## config.mk

```make
export PLATFORM = sky130hd
export DESIGN_NAME = imm_gen_pipe
export DESIGN_NICKNAME = d
export VERILOG_FILES = /design/src/rtl/opcode_pkg.sv /design/src/rtl/imm_fmt_comb.sv /design/src/rtl/imm_gen_pipe.sv
export SDC_FILE = /design/constraint.sdc
export NUM_CORES = 1
export LEC_CHECK = 0
export CELL_PAD_IN_SITES_DETAIL_PLACEMENT = 1
export CELL_PAD_IN_SITES_GLOBAL_PLACEMENT = 1
export CORE_MARGIN = 2
export CORE_UTILIZATION = 35
export CTS_CLUSTER_DIAMETER = 50
export DETAILED_ROUTE_END_ITERATION = 8
export PLACE_DENSITY_LB_ADDON = 0.12
export SYNTH_ARGS = -nofsm -noshare
export SYNTH_HDL_FRONTEND = slang
export SYNTH_SLANG_ARGS = --single-unit
```

## constraint.sdc

```tcl
create_clock -name clk -period 1.79 [get_ports clk]
set_input_delay 0.358 -clock clk [delete_from_list [all_inputs] [get_ports clk]]
set_output_delay 0.358 -clock clk [all_outputs]
set_load 0.1 [all_outputs]
```

## src/rtl/opcode_pkg.sv

```systemverilog
// Opcode encoding and instruction field layout shared by the immediate generator.
// Field positions assume a 32-bit instruction with the opcode in bits [31:29].
package opcode_pkg;

  typedef enum logic [2:0] {
    R_TYPE   = 3'b000,
    I_TYPE   = 3'b001,
    U_TYPE   = 3'b010,
    S_TYPE   = 3'b011,
    B_TYPE   = 3'b100,
    J_TYPE   = 3'b101,
    SYS_TYPE = 3'b110,
    P_TYPE   = 3'b111
  } opc_t;

  localparam int OPC_HI   = 31;
  localparam int OPC_LO   = 29;
  localparam int I_FLD_HI = 27;
  localparam int I_FLD_LO = 15;
  localparam int U_LO_HI  = 9;
  localparam int U_LO_LO  = 5;
  localparam int PFX_HI   = 27;
  localparam int PFX_LO   = 14;

  localparam int PFX_W    = 14;
  localparam int I_FLD_W  = 13;
  localparam int U_LO_W   = 5;
  localparam int U_IMM_W  = 18;
  localparam int LONG_I_W = PFX_W + I_FLD_W;
  localparam int LONG_U_W = PFX_W + U_IMM_W;

  function automatic logic is_imm_opc(input opc_t opc);
    return (opc == I_TYPE) || (opc == U_TYPE);
  endfunction

endpackage

```

## src/rtl/imm_fmt_comb.sv

```systemverilog
// Combinational immediate extractor: builds the I/U immediate, optionally
// widened by a pending prefix, from one instruction.
module imm_fmt_comb
  import opcode_pkg::*;
#(
  parameter int INSTR_W = 32,
  parameter int OUT_W   = 32
) (
  input  logic [INSTR_W-1:0] instr,
  input  logic               pfx_pend,
  input  logic [PFX_W-1:0]   pfx_bits,
  output logic [OUT_W-1:0]   imm,
  output logic               imm_vld,
  output logic               is_long
);

  opc_t               opc;
  logic [I_FLD_W-1:0] i_fld;
  logic [U_LO_W-1:0]  u_lo;
  logic               unused_bits;

  assign opc   = opc_t'(instr[OPC_HI:OPC_LO]);
  assign i_fld = instr[I_FLD_HI:I_FLD_LO];
  assign u_lo  = instr[U_LO_HI:U_LO_LO];

  // Bits that no format reads; folded here so they are visibly accounted for.
  assign unused_bits = ^{instr[28], instr[14:10], instr[4:0]};

  // Extension is done by filling the whole word first and then overwriting
  // the low field, which keeps OUT_W free to range up to 64.
  always_comb begin
    imm     = '0;
    imm_vld = 1'b0;
    is_long = 1'b0;
    case (opc)
      I_TYPE: begin
        imm_vld = 1'b1;
        if (pfx_pend) begin
          is_long             = 1'b1;
          imm                 = {OUT_W{pfx_bits[PFX_W-1]}};
          imm[LONG_I_W-1:0]   = {pfx_bits, i_fld};
        end else begin
          imm                 = {OUT_W{i_fld[I_FLD_W-1]}};
          imm[I_FLD_W-1:0]    = i_fld;
        end
      end
      U_TYPE: begin
        imm_vld = 1'b1;
        if (pfx_pend) begin
          is_long             = 1'b1;
          imm[LONG_U_W-1:0]   = {pfx_bits, i_fld, u_lo};
        end else begin
          imm[U_IMM_W-1:0]    = {i_fld, u_lo};
        end
      end
      default: begin
        imm     = '0;
        imm_vld = 1'b0;
        is_long = 1'b0;
      end
    endcase
  end

endmodule

```

## src/rtl/imm_gen_pipe.sv

```systemverilog
// Pipelined immediate generator: prefix tracking on the input side, then a
// two-entry skid buffer (main + skid) toward decode.
module imm_gen_pipe
  import opcode_pkg::*;
#(
  parameter int INSTR_W = 32,
  parameter int OUT_W   = 32
) (
  input  logic               clk,
  input  logic               rst,
  input  logic               flush,
  input  logic               in_valid,
  output logic               in_ready,
  input  logic [INSTR_W-1:0] in_instr,
  output logic               out_valid,
  input  logic               out_ready,
  output logic [INSTR_W-1:0] out_instr,
  output logic [OUT_W-1:0]   out_imm,
  output logic               out_imm_vld,
  output logic               out_long,
  output logic               out_pfx_err
);

  generate
    if (OUT_W < 32 || OUT_W > 64) begin : g_out_w_check
      $error("imm_gen_pipe: OUT_W must lie in 32..64");
    end
  endgenerate

  typedef struct packed {
    logic [INSTR_W-1:0] instr;
    logic [OUT_W-1:0]   imm;
    logic               imm_vld;
    logic               is_long;
    logic               pfx_err;
  } entry_t;

  entry_t           main_q;
  entry_t           skid_q;
  entry_t           new_entry;
  logic             main_valid;
  logic             skid_valid;

  logic             pfx_pend;
  logic             pfx_err_q;
  logic [PFX_W-1:0] pfx_bits;

  opc_t             in_opc;
  logic             in_is_p;
  logic             accept;
  logic             push;
  logic             pop;

  logic [OUT_W-1:0] fmt_imm;
  logic             fmt_vld;
  logic             fmt_long;

  assign in_opc  = opc_t'(in_instr[OPC_HI:OPC_LO]);
  assign in_is_p = (in_opc == P_TYPE);

  // in_ready comes straight from a flop: the block is full only when the skid holds data.
  assign in_ready = !skid_valid;
  assign accept   = in_valid && in_ready;
  assign push     = accept && !in_is_p;
  assign pop      = main_valid && out_ready;

  imm_fmt_comb #(
    .INSTR_W (INSTR_W),
    .OUT_W   (OUT_W)
  ) u_fmt (
    .instr    (in_instr),
    .pfx_pend (pfx_pend),
    .pfx_bits (pfx_bits),
    .imm      (fmt_imm),
    .imm_vld  (fmt_vld),
    .is_long  (fmt_long)
  );

  // A prefix pending in front of a non-immediate instruction is lost and
  // reported on that instruction together with any earlier overwrite.
  always_comb begin
    new_entry         = '0;
    new_entry.instr   = in_instr;
    new_entry.imm     = fmt_imm;
    new_entry.imm_vld = fmt_vld;
    new_entry.is_long = fmt_long;
    new_entry.pfx_err = pfx_err_q || (pfx_pend && !is_imm_opc(in_opc));
  end

  // Prefix state: a P instruction arms (or re-arms) it; any other accepted
  // instruction consumes it along with the sticky error.
  always_ff @(posedge clk) begin
    if (rst) begin
      pfx_pend  <= 1'b0;
      pfx_err_q <= 1'b0;
      pfx_bits  <= '0;
    end else if (flush) begin
      pfx_pend  <= 1'b0;
      pfx_err_q <= 1'b0;
    end else if (accept) begin
      if (in_is_p) begin
        pfx_pend <= 1'b1;
        pfx_bits <= in_instr[PFX_HI:PFX_LO];
        if (pfx_pend) begin
          pfx_err_q <= 1'b1;
        end
      end else begin
        pfx_pend  <= 1'b0;
        pfx_err_q <= 1'b0;
      end
    end
  end

  // Skid buffer: the skid entry only fills while main is stalled, and drains
  // into main on the next pop, so order is preserved.
  always_ff @(posedge clk) begin
    if (rst) begin
      main_valid <= 1'b0;
      skid_valid <= 1'b0;
      main_q     <= '0;
      skid_q     <= '0;
    end else if (flush) begin
      main_valid <= 1'b0;
      skid_valid <= 1'b0;
    end else if (!main_valid) begin
      if (push) begin
        main_q     <= new_entry;
        main_valid <= 1'b1;
      end
    end else if (pop) begin
      if (skid_valid) begin
        main_q     <= skid_q;
        skid_valid <= 1'b0;
      end else if (push) begin
        main_q <= new_entry;
      end else begin
        main_valid <= 1'b0;
      end
    end else if (push) begin
      skid_q     <= new_entry;
      skid_valid <= 1'b1;
    end
  end

  assign out_valid   = main_valid;
  assign out_instr   = main_q.instr;
  assign out_imm     = main_q.imm;
  assign out_imm_vld = main_q.imm_vld;
  assign out_long    = main_q.is_long;
  assign out_pfx_err = main_q.pfx_err;

endmodule
```

# Yosys cells after proc, flatten, opt, wreduce, memory -nomap -nowiden
# Cells that the tools add are included.
# totals
ff_bits,152
input_bits,37
out_inout_bits,69
elab_cells,58
# op_classes
n_eq_ne,5
muxes,19
n_bitwise,2
n_reduce_logical,17
# op_table
operator,count
$mux W67,4
$pmux W32 S2,1
$mux W32,1
$mux W14,1
$mux W1,12
$reduce_and A2 Y1,3
$logic_and A1 B1 Y1,4
$reduce_and A4 Y1,1
$reduce_or A2 Y1,2
$eq A3 B1 Y1 const B,1
$eq A3 B2 Y1 const B,1
$eq A3 B3 Y1 const B,1
$logic_not A1 Y1,3
$reduce_and A3 Y1,1
$logic_or A1 B1 Y1,2
$ne A2 B1 Y1 const B,1
$ne A2 B2 Y1 const B,1
$not A1 Y1,2
$reduce_bool A2 Y1,1

# Logic depth before layout (Yosys ltp)
# depth
word_depth,9
depth_mapped,7
mapped_depth_nobuf,4

# By module
# A second synthesis with hierarchy kept.
# hier_totals
cells_unflattened,894
hier_area_um2,8149.1
# modules_own_cells
module,instances,cells_each,area_per_inst_um2,seq_area_each_um2
imm_gen_pipe,1,819,7674.9,3042.9
imm_fmt_comb,1,75,474.2,0.0

# Worst setup path before layout
# No wires, ideal clock.
# synth_timing
path_kind,register -> register
from,register main_valid (netlist: out_valid)
to,register main_q (netlist bit out_imm[13])
setup_ns,0.096
arrival_time_ns,2.391
required_time_ns,1.694
setup_slack_ns,-0.697
stages_incl_launch_ff,6
path_buffers,2
cell_sequence,dfxtp_1 -> nand2_1 -> a2111o_1 -> clkbuf_1 -> buf_4 -> o41ai_2
# synth_between
elab_chain_len,3
word_cells_on_any_way,4
classes_between,eq/ne (1); mux (1); reduce/logical (2)
# synth_lines
element,line,rtl
start: declaration,imm_gen_pipe.sv:41,logic main_valid;
start signal: assignment,imm_gen_pipe.sv:118,main_valid <= 1'b0;
start signal: assignment,imm_gen_pipe.sv:123,main_valid <= 1'b0;
start signal: assignment,imm_gen_pipe.sv:128,main_valid <= 1'b1;
$logic_and A1 B1 Y1,imm_gen_pipe.sv:65,assign pop = main_valid && out_ready;
$ne A2 B1 Y1 (no source line),-,
$reduce_and A2 Y1 (no source line),-,
end signal: assignment,imm_gen_pipe.sv:127,main_q <= new_entry;
end signal: assignment,imm_gen_pipe.sv:132,main_q <= skid_q;
end signal: assignment,imm_gen_pipe.sv:135,main_q <= new_entry;
end: declaration,imm_gen_pipe.sv:38,entry_t main_q;
# Parallel ways exist; a longest one is shown, timed or not.
# A chain may end at the register's enable or synchronous reset.

# Final worst setup path
# layout_timing
from,register skid_valid
to,register main_q (netlist bit out_instr[22])
# layout_between
elab_chain_len,7
# layout_lines
element,line,rtl
start: declaration,imm_gen_pipe.sv:42,logic skid_valid;
start signal: assignment,imm_gen_pipe.sv:119,skid_valid <= 1'b0;
start signal: assignment,imm_gen_pipe.sv:124,skid_valid <= 1'b0;
start signal: assignment,imm_gen_pipe.sv:133,skid_valid <= 1'b0;
$logic_not A1 Y1,imm_gen_pipe.sv:62,assign in_ready = !skid_valid;
$logic_and A1 B1 Y1,imm_gen_pipe.sv:63,assign accept = in_valid && in_ready;
$logic_and A1 B1 Y1,imm_gen_pipe.sv:64,assign push = accept && !in_is_p;
$mux W67,-,
$mux W67,imm_gen_pipe.sv:131,if (skid_valid) begin
$mux W67,imm_gen_pipe.sv:130,end else if (pop) begin
$mux W67 *,imm_gen_pipe.sv:125,end else if (!main_valid) begin
# Every way passes the cells marked *; elsewhere a longest branch is shown, timed or not. The select of a mux whose other input is x is not followed.

==> summary.md <==
| Metric | Value |
|---|---|
| Status | `complete, but fails checks` |
| Violated checks | `setup timing` |
| Slew at the pin closest to its max-slew limit | `0.523 ns` |
| Setup CP Type | `flip-flop to flip-flop` |
| Slew headroom | `65.1%` |
| Yosys reg bits | `152` |
| CTS Root Cell | `clkbuf_16` |
| All-Layer GR Usage | `24.2%` |
| Pwr dens | `891 mW/mm2` |
| Tcrit/Tclk final | `105%` |
| Hold Buf Count CTS | `0` |
| Port buffer count | `105` |
| Placeable Area | `0.0186 mm2` |
| Syn-to-layout area delta | `55.8%` |
| Design Power | `9.12 mW` |
| 1st-iter DRT viols | `337` |
| Number of cells produced by synthesis | `810` |
| Vias/cell | `5.62` |
| Crit path largest cell delay | `0.41 ns` |
| Yosys warning count | `0` |
| Detailed-route via count | `6,825` |
| # IOs | `106` |
| Max-Cap Viols | `0` |
| Buf+Inv Stages, Crit Path | `3` |
| Top-count cell post-synth | `nand2_1` |
| Fillers | `2,083` |
| Clk buf depth | `2` |
| Worst min path class | `input port to flip-flop` |
| Die area | `0.0199 mm2` |
| DRC | `0` |
| GP Congestion | `0.850` |
| Final setup violation count | `15` |
| Placed insts | `1,170` |
| Grt ovf | `0` |
| Post-DP HPWL | `16,100 um` |
| Initial antenna violation count | `1` |
| Wire per inst | `20.6 um` |
| Delay-heaviest family, CP | `compound AO/OA/AOI/OAI gates` |
| RSZ-0062 raised after global routing | `yes` |
| Rows | `50` |
| Netlist cell types | `43` |
| Nets | `1,005` |
| Synthesized cell area | `0.00657 mm2` |
| Clock skew | `0.00586 ns` |
| Final non-filler cell total | `1,215` |
| Worst endpoint required time | `2.11 ns` |
| Most used DFF post-synth | `dfxtp_1` |
| H-tree levels | `4` |
| Most used cell, CP | `buf_6` |
| Starting density of the core | `35.4%` |
| CP max FO | `10` |
| Maximum VDD drop | `0.678 mV` |
| Layout cells sized above 1 | `25.8%` |
| Tmin final | `1.87 ns` |
| Seq pwr share | `39.1%` |
| Max Slew Vio Count | `0` |
| Post-route ant nets | `0` |
| Num Clock Sinks | `152` |
| Sequential fraction of the synthesis area | `46.3%` |
| Final Hold Viols | `0` |
| Worst setup SP type | `flip-flop` |
| CTS tree | `built` |
| Ys async rst share | `0%` |
| Max stage delay cell, worst path | `a2111oi_4` |
| Die H | `141 um` |
| P_sw | `2.55 mW` |
| Final WS setup | `-0.0833 ns` |
| Number of synthesized flops with an enable pin | `0` |
| Syn Area/Cell | `8.11 um2` |
| Top cells by area, synth | `dfxtp_1, nand2_1, a21oi_1` |
| Critical path arrival | `2.20 ns` |
| Clock-pin transition on the worst setup and hold timing paths | `0.06 ns` |
| Die width | `141 um` |
| 1st-pass router iterations | `5` |
| First-pass GRT wire length | `38,200 um` |
| Vias in the first global route | `7,085` |
| Sw Share | `28.0%` |
| Largest net degree at the start of global routing | `42` |
| Leakage power | `3.76 nW` |
| Syn_nets | `847` |
| Critical-path cell list | `buf_6 > nand2_8 > a2111oi_4 > buf_6 > buf_12 > nor2_1 > a311oi_2` |
| Post-synth top area cell | `dfxtp_1` |
| Power share of the combinational group | `17.7%` |
| Internal Power | `6.57 mW` |
| DRT Wirelength | `25,000 um` |
| Critical path endpoint category | `flip-flop` |
| Max Clk Rate | `0.534 GHz` |
| Share of the synthesized area in the top cell type | `46.3%` |
| Num CTS Buffers | `17` |
| Commonest cells in the netlist | `nand2_1, dfxtp_1, a21oi_1` |
| Clock network power share | `43.2%` |
| Worst-Skew Late Latency | `0.42 ns` |
-- power by group through the flow --
| stage | clock, mW | sequential (mW) | combinational [mW] |
|---|---|---|---|
| final | 3.94 | 3.57 | 1.62 |
| after global routing | 4.13 | 3.58 | 1.68 |
| after CTS | 3.98 | 3.57 | 1.55 |
| after detailed placement | 0 | 3.64 | 1.51 |
| after global placement | 0 | 3.64 | 1.48 |
| after floorplan | 0 | 4.08 | 0.350 |
-- worst reg2reg max path, stage by stage (launching register included) --
cell,delay (ns)
dfxtp_4,0.38
buf_6,0.12
nand2_8,0.05
a2111oi_4,0.41
buf_6,0.27
buf_12,0.18
nor2_1,0.07
a311oi_2,0.28
-- worst paths after layout --
| kind | from | to | slack, ns | depth (start not counted) |
|---|---|---|---|---|
| hold reg to reg | skid_q[42] | skid_q[42] | 0.46 | 2 |
| setup / recovery | skid_valid | out_instr[22] | -0.08 | 7 |
| setup reg to reg | skid_valid | out_instr[22] | -0.08 | 7 |
| hold / removal | rst | skid_q[66] | 0.40 | 2 |
-- routing by layer --
metal / track usage (%) / vias to the layer above / routed length, um / part of all wire, %
li1: - / 3201 / - / -
met1: 31.4 / 3399 / 11000 / 44
met2: 40.5 / 184 / 12500 / 50
met3: 3.74 / 41 / 908 / 3.6
met4: 9.84 / 0 / 573 / 2.3
met5: 0 / - / 0 / 0
-- per-stage QoR --
stage | setup slack (ns) | util (%) | hold slack (ns) | setup TNS (ns) | cell area (um2)
6_report | -0.0833 | 55.1 | 0.404 | -0.332 | 10200
5_1_grt | -0.146 | 55.1 | 0.418 | -3.47 | 10200
3_5_place_dp | -0.648 | 49.7 | 0.452 | -63.18 | 9230
4_1_cts | -0.0298 | 53.7 | 0.375 | -0.0647 | 9980
2_1_floorplan | -0.0112 | - | 0.436 | -0.122 | 6610
3_3_place_gp | -0.591 | 49.7 | 0.442 | -53.30 | 9230
-- what timing repair did --
action / 4_1_cts / 5_1_grt
endpoints found under the setup margin: 69 / 63
setup buffers: 1 / 5
pin swaps: 5 / 20
gates cloned: 2 / 5
resized for setup: 15 / 22
-- sequential cells by signal (all words and copies together), names as in the netlist, 14 cells and up --
| name | flops |
|---|---|
| out_imm | 32 |
| out_instr | 32 |
| pfx_bits | 14 |
| skid_q | 67 |
-- cell families (layout without fill, tap and decap cells) --
| logic type | count (synthesis) | count (layout) | synth area share [%] |
|---|---|---|---|
| simple gates | 359 | 359 | 24.1 |
| compound gates | 217 | 217 | 24.2 |
| other cells | 0 | 1 | 0 |
| mux | 1 | 1 | 0.152 |
| buf+inv | 81 | 251 | 5.26 |
| flops | 152 | 152 | 46.3 |
-- area by class of cell --
class                   instances  area (um2)  share of cell area (%)
well taps                     234         293                    2.86
clock buffers                  19         433                    4.23
multi-input cells             577        3350                    32.8
repair buffers                217        2900                    28.3
clock inverters                12         200                    1.96
diodes                          1        2.50                  0.0244
flip-flops and latches        152        3050                    29.8
inverters                       3        11.3                   0.110
-- layout by cell type (no fill, tap or decap), types with 3 or more instances in the layout --
master / Yosys / final
buf_4: 3 / 86
dfxtp_1: 152 / 150
a221o_1: 14 / 14
nor2_1: 84 / 83
nand2b_1: 6 / 5
a221oi_1: 14 / 11
o22ai_1: 4 / 4
a221oi_2: 0 / 3
clkdlybuf4s50_1: 0 / 31
a21oi_1: 93 / 91
o221ai_1: 8 / 4
a211oi_1: 20 / 13
o211ai_1: 14 / 14
nand3b_1: 26 / 26
buf_12: 0 / 84
dlygate4sd2_1: 0 / 4
a311oi_1: 30 / 29
bufinv_16: 0 / 5
a211oi_2: 0 / 7
nand2_1: 184 / 183
clkinvlp_4: 0 / 3
buf_6: 1 / 6
nor3_1: 43 / 41
clkbuf_16: 0 / 21
o221ai_2: 0 / 4
inv_1: 3 / 3
o21ai_0: 3 / 3
o41ai_2: 9 / 8
Power figures use the tool's default switching activity.
